[config.mk]
export PLATFORM = sky130hd
export DESIGN_NAME = systolic_operand_feeder
export DESIGN_NICKNAME = d
export VERILOG_FILES = /design/src/rtl/systolic_operand_feeder.sv
export SDC_FILE = /design/constraint.sdc
export NUM_CORES = 1
export LEC_CHECK = 0
export ABC_AREA = 1
export BUFFER_PORTS_ARGS = -buffer_cell sky130_fd_sc_hd__clkbuf_2
export CORE_MARGIN = 5
export CORE_UTILIZATION = 45
export DETAILED_ROUTE_END_ITERATION = 12
export GPL_TIMING_DRIVEN = 0
export PLACE_DENSITY = 0.68
export SLEW_MARGIN = 20
export SYNTH_ARGS = -nofsm -noshare
export SYNTH_HDL_FRONTEND = slang
export SYNTH_SLANG_ARGS = --single-unit
[constraint.sdc]
create_clock -name clk -period 1.8 [get_ports clk]
set_input_delay 0.36 -clock clk [delete_from_list [all_inputs] [get_ports clk]]
set_output_delay 0.36 -clock clk [all_outputs]
set_load 0.005 [all_outputs]
[src/rtl/systolic_operand_feeder.sv]
// Operand feeder for the 4-lane systolic MAC array: reads one row tile from the tile buffer and skews it onto the lanes.
// Optional build macro FEEDER_ZERO_PAD_EN: invalid lanes drive zero data instead of holding their last value.
module systolic_operand_feeder #(
  parameter int N     = 8,
  parameter int LANES = 4,
  parameter int DW    = 8,
  parameter int AW    = 8
) (
  input  logic                  clk,
  input  logic                  rst,
  input  logic                  start,
  input  logic                  next_tile,
  output logic                  rd_en,
  output logic [AW-1:0]         rd_addr,
  input  logic [LANES*DW-1:0]   rd_data,
  output logic [LANES*DW-1:0]   lane_data,
  output logic [LANES-1:0]      lane_valid,
  output logic [2:0]            row_tile,
  output logic                  next_tile_ready,
  output logic                  busy,
  output logic                  feed_done,
  output logic [1:0]            dbg_state
);

  localparam int NT  = N / LANES;
  localparam int CW  = (N > 1) ? $clog2(N) : 1;
  localparam int DCW = $clog2(LANES + 2);
  localparam logic [CW-1:0]  CNT_LAST   = CW'(N - 1);
  localparam logic [DCW-1:0] DRAIN_LAST = DCW'(LANES);
  localparam logic [2:0]     TILE_LAST  = 3'(NT - 1);

  typedef enum logic [1:0] {S_IDLE, S_READ, S_DRAIN, S_DONE} state_t;

  state_t         state, state_n;
  logic [CW-1:0]  cnt, cnt_n;
  logic [DCW-1:0] dcnt, dcnt_n;
  logic           pend, pend_n;
  logic           advance, adv_q;
  logic           rd_vld;
  logic [AW-1:0]  addr_n;
  logic [2:0]     tile_inc;

  assign dbg_state = state;

  always_comb begin
    state_n = state;
    cnt_n   = cnt;
    dcnt_n  = dcnt;
    case (state)
      S_IDLE: begin
        if (start) begin
          state_n = S_READ;
          cnt_n   = '0;
        end
      end
      S_READ: begin
        if (cnt == CNT_LAST) begin
          state_n = S_DRAIN;
          dcnt_n  = '0;
        end else begin
          cnt_n = cnt + CW'(1);
        end
      end
      S_DRAIN: begin
        if (dcnt == DRAIN_LAST) state_n = S_DONE;
        else                    dcnt_n  = dcnt + DCW'(1);
      end
      S_DONE:  state_n = S_IDLE;
      default: state_n = S_IDLE;
    endcase
  end

  // Pointer advances immediately when idle; otherwise one request is parked until the feed completes.
  always_comb begin
    advance = 1'b0;
    pend_n  = pend;
    case (state)
      S_IDLE: begin
        if (start) pend_n  = pend | next_tile;
        else       advance = next_tile;
      end
      S_DONE: begin
        advance = pend | next_tile;
        pend_n  = 1'b0;
      end
      default: pend_n = pend | next_tile;
    endcase
  end

  assign tile_inc = (row_tile == TILE_LAST) ? 3'd0 : row_tile + 3'd1;
  assign addr_n   = AW'(row_tile) * AW'(N) + AW'(cnt_n);

  always_ff @(posedge clk) begin
    if (rst) begin
      state           <= S_IDLE;
      cnt             <= '0;
      dcnt            <= '0;
      pend            <= 1'b0;
      row_tile        <= 3'd0;
      adv_q           <= 1'b0;
      next_tile_ready <= 1'b0;
      busy            <= 1'b0;
      rd_en           <= 1'b0;
      rd_addr         <= '0;
      feed_done       <= 1'b0;
      rd_vld          <= 1'b0;
    end else begin
      state           <= state_n;
      cnt             <= cnt_n;
      dcnt            <= dcnt_n;
      pend            <= pend_n;
      if (advance) row_tile <= tile_inc;
      adv_q           <= advance;
      next_tile_ready <= adv_q;
      busy            <= (state_n != S_IDLE);
      rd_en           <= (state_n == S_READ);
      feed_done       <= (state_n == S_DONE);
      if (state_n == S_READ) rd_addr <= addr_n;
      rd_vld          <= rd_en;
    end
  end

  // Lane k sees the captured word after k extra stages; stage 0 is the capture register.
  genvar k;
  generate
    for (k = 0; k < LANES; k++) begin : g_lane
      logic [k:0][DW-1:0] sd;
      logic [k:0]         sv;

      always_ff @(posedge clk) begin
        if (rst) begin
          sd <= '0;
          sv <= '0;
        end else begin
          sv[0] <= rd_vld;
`ifdef FEEDER_ZERO_PAD_EN
          sd[0] <= rd_vld ? rd_data[k*DW +: DW] : '0;
          for (int i = 1; i <= k; i++) sd[i] <= sv[i-1] ? sd[i-1] : '0;
`else
          if (rd_vld) sd[0] <= rd_data[k*DW +: DW];
          for (int i = 1; i <= k; i++) if (sv[i-1]) sd[i] <= sd[i-1];
`endif
          for (int i = 1; i <= k; i++) sv[i] <= sv[i-1];
        end
      end

      assign lane_data[k*DW +: DW] = sd[k];
      assign lane_valid[k]         = sv[k];
    end
  endgenerate

endmodule

==> out/results.ini, run 1 <==
[logic_synthesis]
yosysSeqAreaShare_pct=52.0
syn_area_sq_um=4160
synth_area_leader_cell=dfxtp_1
ys_top_cells_by_area=dfxtp_1 (52%), nor2_1 (17%), o21ai_0 (10%)
ys.warnings.count=0
synth_seq_cells=108
netlist.area_leader.share_pct=52.0
synthDistinctLibCells=27
synthCells=535
synth.avg_cell_area_sq_um=7.77

[clocking]
worstSkewPairLatency_ns=0.35
htreeDepth=3
cts_tree=done
root_buffer=clkbuf_8
cts.sinks=108
postCtsSetupBuffers=0
clockBufferDepth=2
path_clk_slew_ns=0.10
cts-buffers-inserted=9

[route]
drt_iter0_drc=149
drtAntennaViolNets=0
wirelength_mm=8.93
vias=3545
avgViaCountPerCell=4.73
wl_per_cell_microns=11.9
wl_met1_mm=4.28
firstDrtPassIters=4
drc=0
met2WireLength_mm=4.02
dr_wl_met3_microns=521
highest_layer=met4

[critical_path]
arrival_ns=1.85
worst-path-max-fanout=7
path_class=register to register
critical_path_required_ns=2.05
cp-start-kind=register
endpoint_kind=register

[power]
p_per_area_nw_per_um2=985
ir_drop_uv=444
leakagePower_uw=0.00251

[sta]
skew_ns=0.00625
fin_crit_sh_pct=88.9
slew_viol_final=0
worstMarginPinSlew_ns=0.545
setup_tns_ns=0
fmax_mhz=625
relSlewSlack_pct=63.6
rsz0062_at_grt=false
setup_violations=0
finalHoldViolations=0
fin_crit_ns=1.60

[final_layout]
final_util_pct=54.2
drive_gt1_share_pct=23.2
synthToLayoutAreaGrowth_pct=18.7
final_nets=676
n_fill_cell=882
num_antenna_cells=0

[global_route]
grt_pass1_wl_mm=15.3
grt.overflow.total=0
antenna_found_initial=0
grt_max_degree=18
grt_pass1_vias=3409
grt_usage_pct=16.4

[die]
die_x_microns=106
start_util_pct=45.7
num_rows=35
ios=89
die-area_sq_um=11300
core_sq_um=9110
die_h_microns=106

[worst_hold_path]
hp-class=input port to register

[run_status]
run_status=finished, final reports clean

[placement]
io_buffer_count=86
dp.final_hpwl_mm=6.61
place_congestion=0.799

[run]
maxCapViolations=0

-- synth_stat cells, drive strengths merged --
library cell and count:
dfxtp 108, xor2 2, o21ai 87, o21a 1
clkinv 3, and2 1, ha 7, inv 24
nand4 2, buf 32, conb 1, or2 1
a21o 1, clkbuf 21, nor2 188, a21oi 9
nand2 32, a31oi 1, nand3 14
-- final cells by class --
type	count	area, sq um	share of cell area (%)
buffer	53	314	6.36
clock buffer	11	141	2.87
clock inverter	5	60.1	1.22
inverter	27	106	2.16
multi-input combinational	348	1580	32.0
sequential	108	2160	43.8
tap	111	139	2.81
timing repair buffer	86	430	8.72
-- path summary, 6_finish.rpt --
path	startpoint	to	slack, ns	cells after the start
setup / recovery	dbg_state[0]	rd_addr[0]	0.20	10
hold / removal	rd_data[19]	g_lane[2].sd[3]	0.22	3
setup reg to reg	dbg_state[0]	rd_addr[0]	0.20	10
hold reg to reg	adv_q	next_tile_ready	0.41	2
-- power by group --
| part | leakage [uW] | switching [uW] | internal [uW] |
|---|---|---|---|
| logic | 0.00153 | 418 | 294 |
| registers | 0.000880 | 103 | 2580 |
| clock network | 0.0000999 | 774 | 688 |
-- flip-flops by register name, indices dropped and copies added, names as in the netlist --
register         cells
adv_q                1
g_lane.sv            4
rd_en                1
pend                 1
feed_done            1
dbg_state            2
busy                 1
rd_addr              6
cnt                  3
row_tile             3
lane_data           24
g_lane.sd           56
next_tile_ready      1
rd_vld               1
dcnt                 3
-- layout by cell type, fill, tap and decap left out, types with 3 or more instances in the layout --
| cell | Yosys | routed |
|---|---|---|
| o21ai_0 | 86 | 86 |
| clkbuf_1 | 21 | 22 |
| clkbuf_2 | 0 | 86 |
| a21oi_1 | 9 | 9 |
| clkinv_1 | 3 | 3 |
| nand2_2 | 5 | 5 |
| nor2_1 | 187 | 187 |
| nand2_1 | 25 | 25 |
| clkbuf_8 | 0 | 10 |
| nand3_1 | 12 | 12 |
| inv_1 | 20 | 20 |
| ha_1 | 7 | 7 |
| dfxtp_1 | 108 | 107 |
| buf_4 | 30 | 30 |
-- through the flow --
step                      worst slack, ns  hold slack (ns)  cell area (sq um)  total power (uW)  cells
final                               0.200            0.223               4930              4860    749
after CTS                           0.157            0.200               4930              4930    749
after global placement              0.233            0.394               4730              3430    733
after detailed placement            0.173            0.395               4730              3460    733
after global routing               0.0326            0.206               4930              5160    749
after floorplan                     0.349            0.388               4160              3190    536
-- what timing repair did --
item	in CTS	in global routing
hold buffers	0	0
resized for setup	0	1
endpoints found under the setup margin	0	1
-- routing by layer --
| layer | up-vias | GRT usage, % |
|---|---|---|
| met1 | 1587 | 21.9 |
| met4 | 0 | 5.74 |
| met2 | 89 | 26.0 |
| met5 | - | 0 |
| li1 | 1859 | - |
| met3 | 10 | 3.95 |
-- worst max-delay path: stages, from the launching register on --
cell and delay, ns:
dfxtp_1 0.43, inv_1 0.09, ha_1 0.28, nor2_1 0.17, clkinv_1 0.10, nand3_2 0.10
nand2_4 0.09, nand2_2 0.11, nand2_1 0.05, nand2_1 0.05, nor2_1 0.04
-- cell families after synthesis --
family | count (synthesis) | synth area share (%)
adder cells (fa/ha/maj) | 7 | 2.11
AO/OA/AOI/OAI | 99 | 12.1
XOR/XNOR | 2 | 0.421
buffers and inverters | 80 | 10.1
AND/OR/NAND/NOR | 238 | 23.2
other | 1 | 0.0902
flip-flops | 108 | 52.0
Power figures use the tool's default switching activity.
==> run 2, diff against run 1 <==
==> constraint.sdc (replaced) <==
create_clock -name clk -period 1.8 [get_ports clk]
set_input_delay 0.36 -clock clk [delete_from_list [all_inputs] [get_ports clk]]
set_output_delay 0.36 -clock clk [all_outputs]
set_load 0.05 [all_outputs]
==> run 2 against run 1 <==
Flip-flop and latch count did not move. Critical path depth fell by 8. Cell area rose by 0.18%. First-iteration DRC count fell by 12%. Final cell count did not move. Worst setup slack got worse by 0.027 ns. Global-route usage barely moved. Utilization rose by 0.096 points. Die area did not move. Count of clock-buffer cells in the layout fell by 2. Power rose by 7.8%. Sequential power barely moved. Critical path type is now register to output port. Largest cell class unchanged.
==> out/results.ini, run 2 (synthesized netlist as in run 1, its figures left out) <==
[run_status]
run_status=finished, final reports clean

[die]
start_util_pct=45.7  ; unchanged
core_sq_um=9110  ; unchanged
die_x_microns=106  ; unchanged
ios=89  ; unchanged
die_h_microns=106  ; unchanged
die-area_sq_um=11300  ; unchanged
num_rows=35  ; unchanged

[clocking]
worstSkewPairLatency_ns=0.36  ; about the same
postCtsSetupBuffers=0  ; unchanged
root_buffer=clkbuf_8
cts_resized=0  ; unchanged
hold_buffers=0  ; unchanged
cts_tree=done
cts.sinks=108  ; unchanged
path_clk_slew_ns=0.11  ; about the same
cts-buffers-inserted=9  ; unchanged
htreeDepth=3  ; unchanged
clockBufferDepth=2  ; unchanged

[route]
wirelength_mm=8.83  ; -1.1%
highest_layer=met4
vias=3491  ; -1.5%
wl_met1_mm=4.33  ; +1.3%
drc=0  ; unchanged
drtAntennaViolNets=0  ; unchanged
dr_wl_met3_microns=405  ; -22%
avgViaCountPerCell=4.66  ; -1.5%
firstDrtPassIters=4  ; unchanged
met2WireLength_mm=4.00  ; -0.47%
wl_per_cell_microns=11.8  ; -1.1%
drt_iter0_drc=131  ; -12%

[power]
leakagePower_uw=0.00251  ; about the same
p_per_area_nw_per_um2=1060  ; +7.6%
combPwrFrac_pct=19.6  ; +5.0 points
clkPwrFrac_pct=29.1  ; -1.0 points
seq_power_share_pct=51.3  ; -4.0 points
ir_drop_uv=436  ; -1.9%
p_int_uw=3550  ; -0.50%
switching_share_pct=32.3  ; +5.6 points
p_sw_uw=1690  ; +31%

[final_layout]
layout_common_cells=nor2_1 (187), dfxtp_1 (106), o21ai_0 (86), clkbuf_2 (86), buf_4 (30)
finalInstanceArea_sq_um=4940  ; +0.18%
final_common_cell=nor2_1
largest_reg_flops=56  ; unchanged
drive_gt1_share_pct=23.5  ; +0.31 points
synthToLayoutAreaGrowth_pct=18.9
largest_register=g_lane.sd
num_antenna_cells=0  ; unchanged
final_nets=676  ; unchanged

[sta]
skew_ns=0.0114  ; +0.00515 ns
fin_crit_sh_pct=90.4  ; +1.5 points
setup_violations=0  ; unchanged
rsz0062_at_grt=false
relSlewSlack_pct=63.3  ; -0.31 points
setup_tns_ns=0  ; unchanged
slew_viol_final=0  ; unchanged
fin_crit_ns=1.63  ; +0.0273 ns
finalHoldViolations=0  ; unchanged
worstMarginPinSlew_ns=0.550  ; +0.00466 ns
fmax_mhz=614  ; -1.7%

[run]
maxCapViolations=0  ; unchanged

[critical_path]
path_class=register to output port
regToRegStartpoint=dbg_state[0]
worst-path-max-fanout=8  ; +1
cp-start-kind=register
endpoint_kind=output port
arrival_ns=1.27  ; -0.58 ns
cp-startpoint=g_lane[1].sv[0]
critical_path_required_ns=1.44  ; -0.61 ns

[global_route]
antenna_found_initial=0  ; unchanged
grt_max_degree=20  ; +2
grt_pass1_wl_mm=15.5  ; +1.5%
grt_pass1_vias=3513  ; +3.1%
grt_usage_pct=16.5  ; +0.030 points
grt.overflow.total=0  ; unchanged

[worst_hold_path]
hp-class=input port to register
worstHoldStart=rd_data[21]

[placement]
io_buffer_count=86  ; unchanged
place_congestion=0.794  ; -0.71%
post_dp_cell_area_sq_um=4730  ; about the same
dp.final_hpwl_mm=6.53  ; -1.2%

## run 2: cell count changes in the layout (fill, tap and decap cells not counted), sizes merged
cell,previous run,this run
clkbuf,118,116
clkinvlp,1,2
inv,25,26
## run 2: power by group through the flow
stage	clock, uW	sequential (uW)	combinational, uW
final	1520	2690	1030
after global placement	0	2730	1020
after global routing	1660	2720	1150
after detailed placement	0	2740	1030
after CTS	1570	2690	1040
after floorplan	0	2950	568
## run 2: layer usage
| layer | track usage (%) | vias to the layer above |
|---|---|---|
| met5 | 0 | - |
| met2 | 27.2 | 70 |
| li1 | - | 1868 |
| met1 | 21.6 | 1545 |
| met4 | 4.44 | 0 |
| met3 | 3.70 | 8 |
## run 2: final cells by class
type | instances | area (sq um)
Clock buffer | 9 | 124
Multi-Input combinational cell | 348 | 1580
Fill cell | 916 | 4170
Clock inverter | 7 | 85.1
Tap cell | 111 | 139
Buffer | 53 | 314
Timing Repair Buffer | 86 | 430
Sequential cell | 108 | 2160
Inverter | 27 | 106
## run 2: metrics by stage
| stage | setup slack (ns) | cells | hold slack (ns) | util [%] | power (uW) |
|---|---|---|---|---|---|
| 6_report | 0.172 | 749 | 0.209 | 54.3 | 5240 |
| 3_3_place_gp | 0.261 | 733 | 0.394 | 52.0 | 3760 |
| 4_1_cts | 0.144 | 749 | 0.193 | 54.3 | 5290 |
| 5_1_grt | 0.0613 | 749 | 0.205 | 54.3 | 5530 |
| 2_1_floorplan | 0.183 | 536 | 0.388 | - | 3520 |
| 3_5_place_dp | 0.218 | 733 | 0.400 | 52.0 | 3770 |
## run 2: critical path, cell delays in order (launching register included)
cell and delay [ns]:
dfxtp_1 0.49, buf_4 0.16, clkbuf_2 0.26
## run 2: path summary, 6_finish.rpt
check | endpoint | slack [ns] | depth (start not counted)
worst max-delay path | lane_valid[0] | 0.17 | 2
worst min-delay path | g_lane[2].sd[5] | 0.21 | 3
worst max register to register | rd_addr[4] | 0.24 | 10
worst min register to register | next_tile_ready | 0.41 | 2
